==> src/rtl/uart_rx_ctrl.sv <==
// UART receive frame sequencer: start detect, 3-point majority vote per bit,
// deserializer strobes, parity/stop checking and good-frame flag.
module uart_rx_ctrl #(
    parameter int DATA_WIDTH = 8,
    parameter int PRESCALE_W = 6
) (
    input  logic                  clk,
    input  logic                  rst,
    input  logic                  rx_in,
    input  logic [PRESCALE_W-1:0] prescale,
    input  logic                  par_en,
    input  logic                  par_typ,
    output logic                  deser_en,
    output logic                  sampled_bit,
    output logic                  data_valid,
    output logic                  par_err,
    output logic                  stp_err,
    output logic                  busy,
    output logic [2:0]            dbg_state
);

    localparam int BW = (DATA_WIDTH > 1) ? $clog2(DATA_WIDTH) : 1;

    typedef enum logic [2:0] {
        S_IDLE   = 3'd0,
        S_START  = 3'd1,
        S_DATA   = 3'd2,
        S_PARITY = 3'd3,
        S_STOP   = 3'd4
    } state_t;

    state_t                r_state;
    state_t                w_state_nxt;
    logic [PRESCALE_W-1:0] r_presc;
    logic [PRESCALE_W-1:0] r_edge_cnt;
    logic [BW-1:0]         r_bit_cnt;
    logic                  r_par_en;
    logic                  r_par_typ;
    logic                  r_cap0;
    logic                  r_cap1;
    logic                  r_par_acc;
    logic                  r_deser_en;
    logic                  r_sampled_bit;
    logic                  r_data_valid;
    logic                  r_par_err;
    logic                  r_stp_err;

    logic [PRESCALE_W-1:0] w_mid;
    logic [PRESCALE_W-1:0] w_mid_m1;
    logic [PRESCALE_W-1:0] w_mid_p1;
    logic [PRESCALE_W-1:0] w_last_edge;
    logic                  w_bit_end;
    logic                  w_sample_pt;
    logic                  w_vote;
    logic                  w_last_bit;

    assign w_mid       = r_presc >> 1;
    assign w_mid_m1    = w_mid - PRESCALE_W'(1);
    assign w_mid_p1    = w_mid + PRESCALE_W'(1);
    assign w_last_edge = r_presc - PRESCALE_W'(1);
    assign w_bit_end   = (r_edge_cnt == w_last_edge);
    assign w_sample_pt = (r_edge_cnt == w_mid_p1);
    assign w_last_bit  = (r_bit_cnt == BW'(DATA_WIDTH - 1));

    // Third capture is the live line at mid+1; the vote is registered on that edge.
    assign w_vote = (r_cap0 & r_cap1) | (r_cap0 & rx_in) | (r_cap1 & rx_in);

    always_ff @(posedge clk or negedge rst) begin
        if (!rst) begin
            r_state <= S_IDLE;
        end else begin
            r_state <= w_state_nxt;
        end
    end

    always_comb begin
        w_state_nxt = r_state;
        case (r_state)
            S_IDLE: begin
                if (!rx_in) w_state_nxt = S_START;
            end
            S_START: begin
                if (w_sample_pt && w_vote) w_state_nxt = S_IDLE;
                else if (w_bit_end)        w_state_nxt = S_DATA;
            end
            S_DATA: begin
                if (w_bit_end && w_last_bit) w_state_nxt = r_par_en ? S_PARITY : S_STOP;
            end
            S_PARITY: begin
                if (w_bit_end) w_state_nxt = S_STOP;
            end
            S_STOP: begin
                if (w_bit_end) w_state_nxt = S_IDLE;
            end
            default: w_state_nxt = S_IDLE;
        endcase
    end

    always_ff @(posedge clk or negedge rst) begin
        if (!rst) begin
            r_presc       <= '0;
            r_edge_cnt    <= '0;
            r_bit_cnt     <= '0;
            r_par_en      <= 1'b0;
            r_par_typ     <= 1'b0;
            r_cap0        <= 1'b0;
            r_cap1        <= 1'b0;
            r_par_acc     <= 1'b0;
            r_deser_en    <= 1'b0;
            r_sampled_bit <= 1'b0;
            r_data_valid  <= 1'b0;
            r_par_err     <= 1'b0;
            r_stp_err     <= 1'b0;
        end else begin
            r_deser_en   <= 1'b0;
            r_data_valid <= 1'b0;
            if (r_state == S_IDLE) begin
                r_edge_cnt <= '0;
                if (!rx_in) begin
                    r_presc   <= prescale;
                    r_par_en  <= par_en;
                    r_par_typ <= par_typ;
                    r_par_err <= 1'b0;
                    r_stp_err <= 1'b0;
                    r_par_acc <= 1'b0;
                end
            end else begin
                r_edge_cnt <= w_bit_end ? '0 : r_edge_cnt + PRESCALE_W'(1);
                if (r_edge_cnt == w_mid_m1) r_cap0 <= rx_in;
                if (r_edge_cnt == w_mid)    r_cap1 <= rx_in;
                if (w_sample_pt)            r_sampled_bit <= w_vote;
                case (r_state)
                    S_START: begin
                        if (w_sample_pt && w_vote) r_edge_cnt <= '0;
                        else if (w_bit_end)        r_bit_cnt  <= '0;
                    end
                    S_DATA: begin
                        if (w_sample_pt) begin
                            r_deser_en <= 1'b1;
                            r_par_acc  <= r_par_acc ^ w_vote;
                        end
                        if (w_bit_end && !w_last_bit) r_bit_cnt <= r_bit_cnt + BW'(1);
                    end
                    S_PARITY: begin
                        if (w_sample_pt) r_par_err <= w_vote ^ r_par_acc ^ r_par_typ;
                    end
                    S_STOP: begin
                        if (w_sample_pt) r_stp_err <= ~w_vote;
                        if (w_bit_end)   r_data_valid <= ~r_par_err & ~r_stp_err;
                    end
                    default: ;
                endcase
            end
        end
    end

    assign deser_en    = r_deser_en;
    assign sampled_bit = r_sampled_bit;
    assign data_valid  = r_data_valid;
    assign par_err     = r_par_err;
    assign stp_err     = r_stp_err;
    assign busy        = (r_state != S_IDLE);
    assign dbg_state   = r_state;

endmodule

==> config.mk <==
export PLATFORM = sky130hd
export DESIGN_NAME = uart_rx_ctrl
export DESIGN_NICKNAME = d
export VERILOG_FILES = /design/src/rtl/uart_rx_ctrl.sv
export SDC_FILE = /design/constraint.sdc
export NUM_CORES = 1
export LEC_CHECK = 0
export ABC_CLOCK_PERIOD_IN_PS = 2800
export CAP_MARGIN = 30
export CORE_MARGIN = 3
export CORE_UTILIZATION = 35
export CTS_CLUSTER_DIAMETER = 200
export DETAILED_ROUTE_END_ITERATION = 16
export PLACE_DENSITY = 0.56
export SLEW_MARGIN = 0
export SYNTH_ARGS = -nofsm -noshare
export SYNTH_HDL_FRONTEND = slang
export SYNTH_SLANG_ARGS = --single-unit
==> constraint.sdc <==
create_clock -name clk -period 2.8 [get_ports clk]
set_input_delay 0.7 -clock clk [delete_from_list [all_inputs] [get_ports clk]]
set_output_delay 0.7 -clock clk [all_outputs]
set_load 0.03 [all_outputs]
Yosys cells after proc, flatten, opt, wreduce, memory -nomap -nowiden
Cells that the tools add are included.
- bits of input ports: 11
- output and inout bits: 9
- bits in registers: 28
- logic and storage cells: 100
- add/sub/neg operators: 5
- reduce and logical (&&, ||, !) cells: 20
- multiplexer cells: 31
- bitwise operators: 13
- equality and inequality tests: 17
- operator list (cell ; count):
    2-to-1 mux 3 bit ; 9
    2-to-1 mux 6 bit ; 4
    == test 6 bit ; 3
    2-to-1 mux 1 bit ; 16
    one-hot mux 3 bit (5 select lines) ; 1
    != test 2 bit, second input constant ; 7
    AND reduction 5 bit ; 2
    nonzero test 2 bit ; 5
    AND reduction 3 bit ; 3
    AND reduction 2 bit ; 4
    adder 5 x 1 -> 6 bit, second input constant ; 1
    adder 6 x 1 -> 6 bit, second input constant ; 1
    == test 3 x 2 -> 1 bit, second input constant ; 2
    == test 3 bit, second input constant ; 2
    == test 6 x 5 -> 1 bit ; 1
    one-hot mux 3 bit (2 select lines) ; 1
    subtractor 5 x 1 -> 6 bit, second input constant ; 1
    subtractor 6 x 1 -> 6 bit, second input constant ; 1
    inverter 1 bit ; 5
    AND 1 bit ; 4
    adder 3 x 1 -> 3 bit, second input constant ; 1
    == test 3 x 1 -> 1 bit, second input constant ; 1
    logical AND 1 bit ; 3
    logical NOT 3 bit ; 1
    other kinds (5) ; 7

Longest topological paths before layout
- depth after elaboration: 8
- mapped depth: 9

Worst setup path after synthesis
OpenSTA, ideal clock, no wires.
- path kind: register to register
- from: register r_state[1], in the netlist dbg_state[1]
- to: register r_presc[3]
- library setup time: 0.125 ns
- arrival time: 2.112 ns
- cell stages (with the launch flop): 7
- slack: 0.564 ns
- path buffers: 1
- cell sequence: dfrtp_1 -> or2_2 -> nor2_1 -> clkinv_1 -> nor2_1 -> buf_2 -> mux2_2
- word-level cells in the longest chain between the ends: 2
- ends and longest elaborated chain (element ; line ; text):
    start: declaration ; 32 ; state_t r_state;
    start signal: assignment ; 72 ; r_state <= w_state_nxt;
    logical NOT 3 bit ; 117 ; if (r_state == S_IDLE) begin
    AND reduction 2 bit (no source line) ; n/a ;
    end signal: assignment ; 120 ; r_presc <= prescale;
    end: declaration ; 34 ; logic [PRESCALE_W-1:0] r_presc;
Every way passes these cells.
A chain may end at the register's enable or synchronous reset.

Worst setup path in the final report
- from: register r_state[1], in the netlist dbg_state[1]
- to: output busy
- word-level cells in the longest chain between the ends: 1
- ends and longest elaborated chain (element ; line ; text):
    nonzero test 3 bit ; 162 ; assign busy = (r_state != S_IDLE);
    end: declaration ; 18 ; output logic busy,
Every way passes these cells.

==> impl_metrics.tcl <==
set metrics [dict create \
    area_delta_synth_final_pct 18.7 \
    maxCapViolations 0 \
    highest_layer "met4" \
    path_clk_slew_ns 0.11 \
    worst_setup_path_start_kind "flop" \
    cts.sinks 28 \
    synth.top_cell.area_share 0.382 \
    clock_skew_ns 0.0105 \
    ys.flop_type "dfrtp_1" \
    p_per_area_nw_per_um2 1170 \
    timing.final.ws_setup_ns 0.190 \
    rows 25 \
    synth_top_area_cell "dfrtp_1" \
    max_freq_ghz 0.383 \
    numCtsBuffers 3 \
    wl_met3_um 113 \
    slowest_stage "clkdlybuf4s50_1" \
    required_ns 2.10 \
    ctsHoldBuffers 0 \
    slew-limit-headroom 0.678 \
    core-area_um2 4880 \
    antenna_found_initial 0 \
    outcome "finished clean" \
    r2r-start "r_presc[1]$_DFFE_PN0P_" \
    hold_viol_final 0 \
    vias 1401 \
    yosysSeqAreaShare 0.382 \
    grt_overflow 0 \
    endpoint_kind "output port" \
    max_slew.worst_pin.slew_ns 0.482 \
    syn_area_um2 1840 \
    path_cells "or2_2 > nor2_1 > clkinv_1 > clkdlybuf4s50_1" \
    wl_met1_um 2050 \
    gp_congestion 0.882 \
    synth_top_cells_by_area "dfrtp_1 (38%), xnor2_1 (7.6%), ha_1 (4.8%), xor2_1 (4.8%), nor2_1 (3.9%)" \
    grt_pass1_vias 1317 \
    start_util 0.376 \
    yosys_register_bits 28 \
    cts_resized 0 \
    drt_iter0_drc 137 \
    cts_tree "done" \
    wl_met2_um 1800 \
    port_buffers 19 \
    drive_above_1_share 0.159 \
    syn_avg_cell_area_um2 9.87 \
    grt_max_degree 29 \
    worst-path-max-fanout 2 \
    place_hpwl_um 3000 \
    groute.usage.overall 0.138 \
    hp-class "flop to flop" \
    grt_pass1_wl_um 6840 \
    slew_violations 0 \
    synthCells 186 \
    remaining_drc_errors 0 \
    routed_via_density 5.09 \
    fin_nets 227 \
    critPathKind "flop to output port" \
    synth_edf_count 0 \
    antenna_cells 0 \
    routed_wirelength_um 4000 \
    ys_warn_count 0 \
    setup_viol_count_final 0 \
    rsz0062_at_grt "false" \
    dr.pass1.iters 4 \
    cpPeakStageDelay_ns 0.61 \
    clk_latency_ns 0.28 \
    p_leak_nw 0.933 \
    total_power_mw 2.56 \
    pre_cts_slack_ns 0.320 \
    h-tree-depth 1 \
    cts_buffer_depth 2 \
    antenna_left 0 \
    fp.dieW_um 78.4 \
    ios 20 \
    cp-startpoint "dbg_state[1]$_DFFE_PN0P_" \
    synthTopCellsByCount "dfrtp_1 (28), nor2_1 (19), xnor2_1 (16), nand2_1 (14)" \
    fin_crit_ns 2.61 \
    min_period_over_period 0.932 \
    synth_cell_types 48 \
    cts_setup_buffers 0 \
    syn_nets 204 \
    final.setup.tns_ns 0 \
    yosysMostFrequentCell "dfrtp_1" \
    timing.hold.ws_ns 0.470 \
    wl_per_cell_um 14.6 \
    clockRootBuffer "clkbuf_8" \
    die-area_um2 6150 \
    async_reset_ff_frac 1.00 \
    ir_drop_v 0.000353 \
    arrival_ns 1.91 \
    holdCritStartpoint "par_err$_DFFE_PN0P_" \
    die_h_um 78.4 \
    fill_cells 488 \
]
==> worst paths after layout <==
check | to | slack [ns] | depth (start not counted)
max reg2reg | r_bit_cnt[0]$_DFFE_PN0P_ | 0.49 | 8
max in group asynchronous | r_edge_cnt[3]$_DFF_PN0_ | 1.72 | 2
min reg2reg | data_valid$_DFF_PN0_ | 0.47 | 1
min | data_valid$_DFF_PN0_ | 0.47 | 1
max | busy | 0.19 | 4
min in group asynchronous | deser_en$_DFF_PN0_ | 0.80 | 2
==> critical path: cells and delay by family, from the launching register on <==
family        cells  cell delay, ns
buf+inv           2            0.74
flops             1            0.39
simple gates      2            0.51
==> logic make-up after synthesis <==
group / Yosys count / synth area share
AO/OA/AOI/OAI: 31 / 0.125
XOR/XNOR: 28 / 0.148
adder cells (fa/ha/maj): 8 / 0.0532
buffers and inverters: 18 / 0.0525
flip-flops: 28 / 0.382
multiplexers: 9 / 0.0579
AND/OR/NAND/NOR: 64 / 0.182
==> state kept, by name, indices dropped and copies added, names as in the netlist <==
name and count:
r_par_acc 1, dbg_state 3, r_presc 6, r_par_typ 1
r_edge_cnt 6, deser_en 1, sampled_bit 1, data_valid 1
r_par_en 1, r_cap0 1, r_cap1 1, r_bit_cnt 3
par_err 1, stp_err 1
==> stage by stage <==
stage          utilization  cells  cell area (um^2)
6_report             0.446    275              2180
5_1_grt              0.446    275              2180
4_1_cts              0.446    275              2180
3_5_place_dp         0.432    271              2110
3_3_place_gp         0.432    271              2110
2_1_floorplan            -    186              1840
==> power breakdown <==
| group | total, mW | switching (mW) | leakage, nW | internal (mW) |
|---|---|---|---|---|
| registers | 0.793 | 0.236 | 0.358 | 0.557 |
| clock network | 0.321 | 0.130 | 0.0357 | 0.191 |
| logic | 1.44 | 0.774 | 0.539 | 0.669 |
==> layout make-up <==
| class | instances | area (um^2) | share of cell area |
|---|---|---|---|
| Tap cell | 67 | 83.8 | 0.0385 |
| Inverter | 9 | 33.8 | 0.0155 |
| Clock buffer | 3 | 41.3 | 0.0190 |
| Timing Repair Buffer | 27 | 250 | 0.115 |
| Multi-Input combinational cell | 140 | 1040 | 0.477 |
| Sequential cell | 28 | 701 | 0.322 |
| Clock inverter | 1 | 30.0 | 0.0138 |
==> cell usage in the layout (no fill, tap or decap), drive strengths merged, types with 4 or more instances in the layout <==
master and instances:
nor4 4, nor2 20, nand3 9, o21ai 10, buf 8, nand2 15
clkdlybuf4s50 19, xnor2 17, dfrtp 28, mux2 7, a21oi 4, xor2 11
ha 7, inv 8
==> per-layer routing <==
layer / vias up / global-route usage
li1: 687 / -
met1: 679 / 0.215
met2: 31 / 0.203
met3: 4 / 0.0161
met4: 0 / 0.0297
met5: - / 0
No activity file was read; power rests on OpenSTA's default activity.
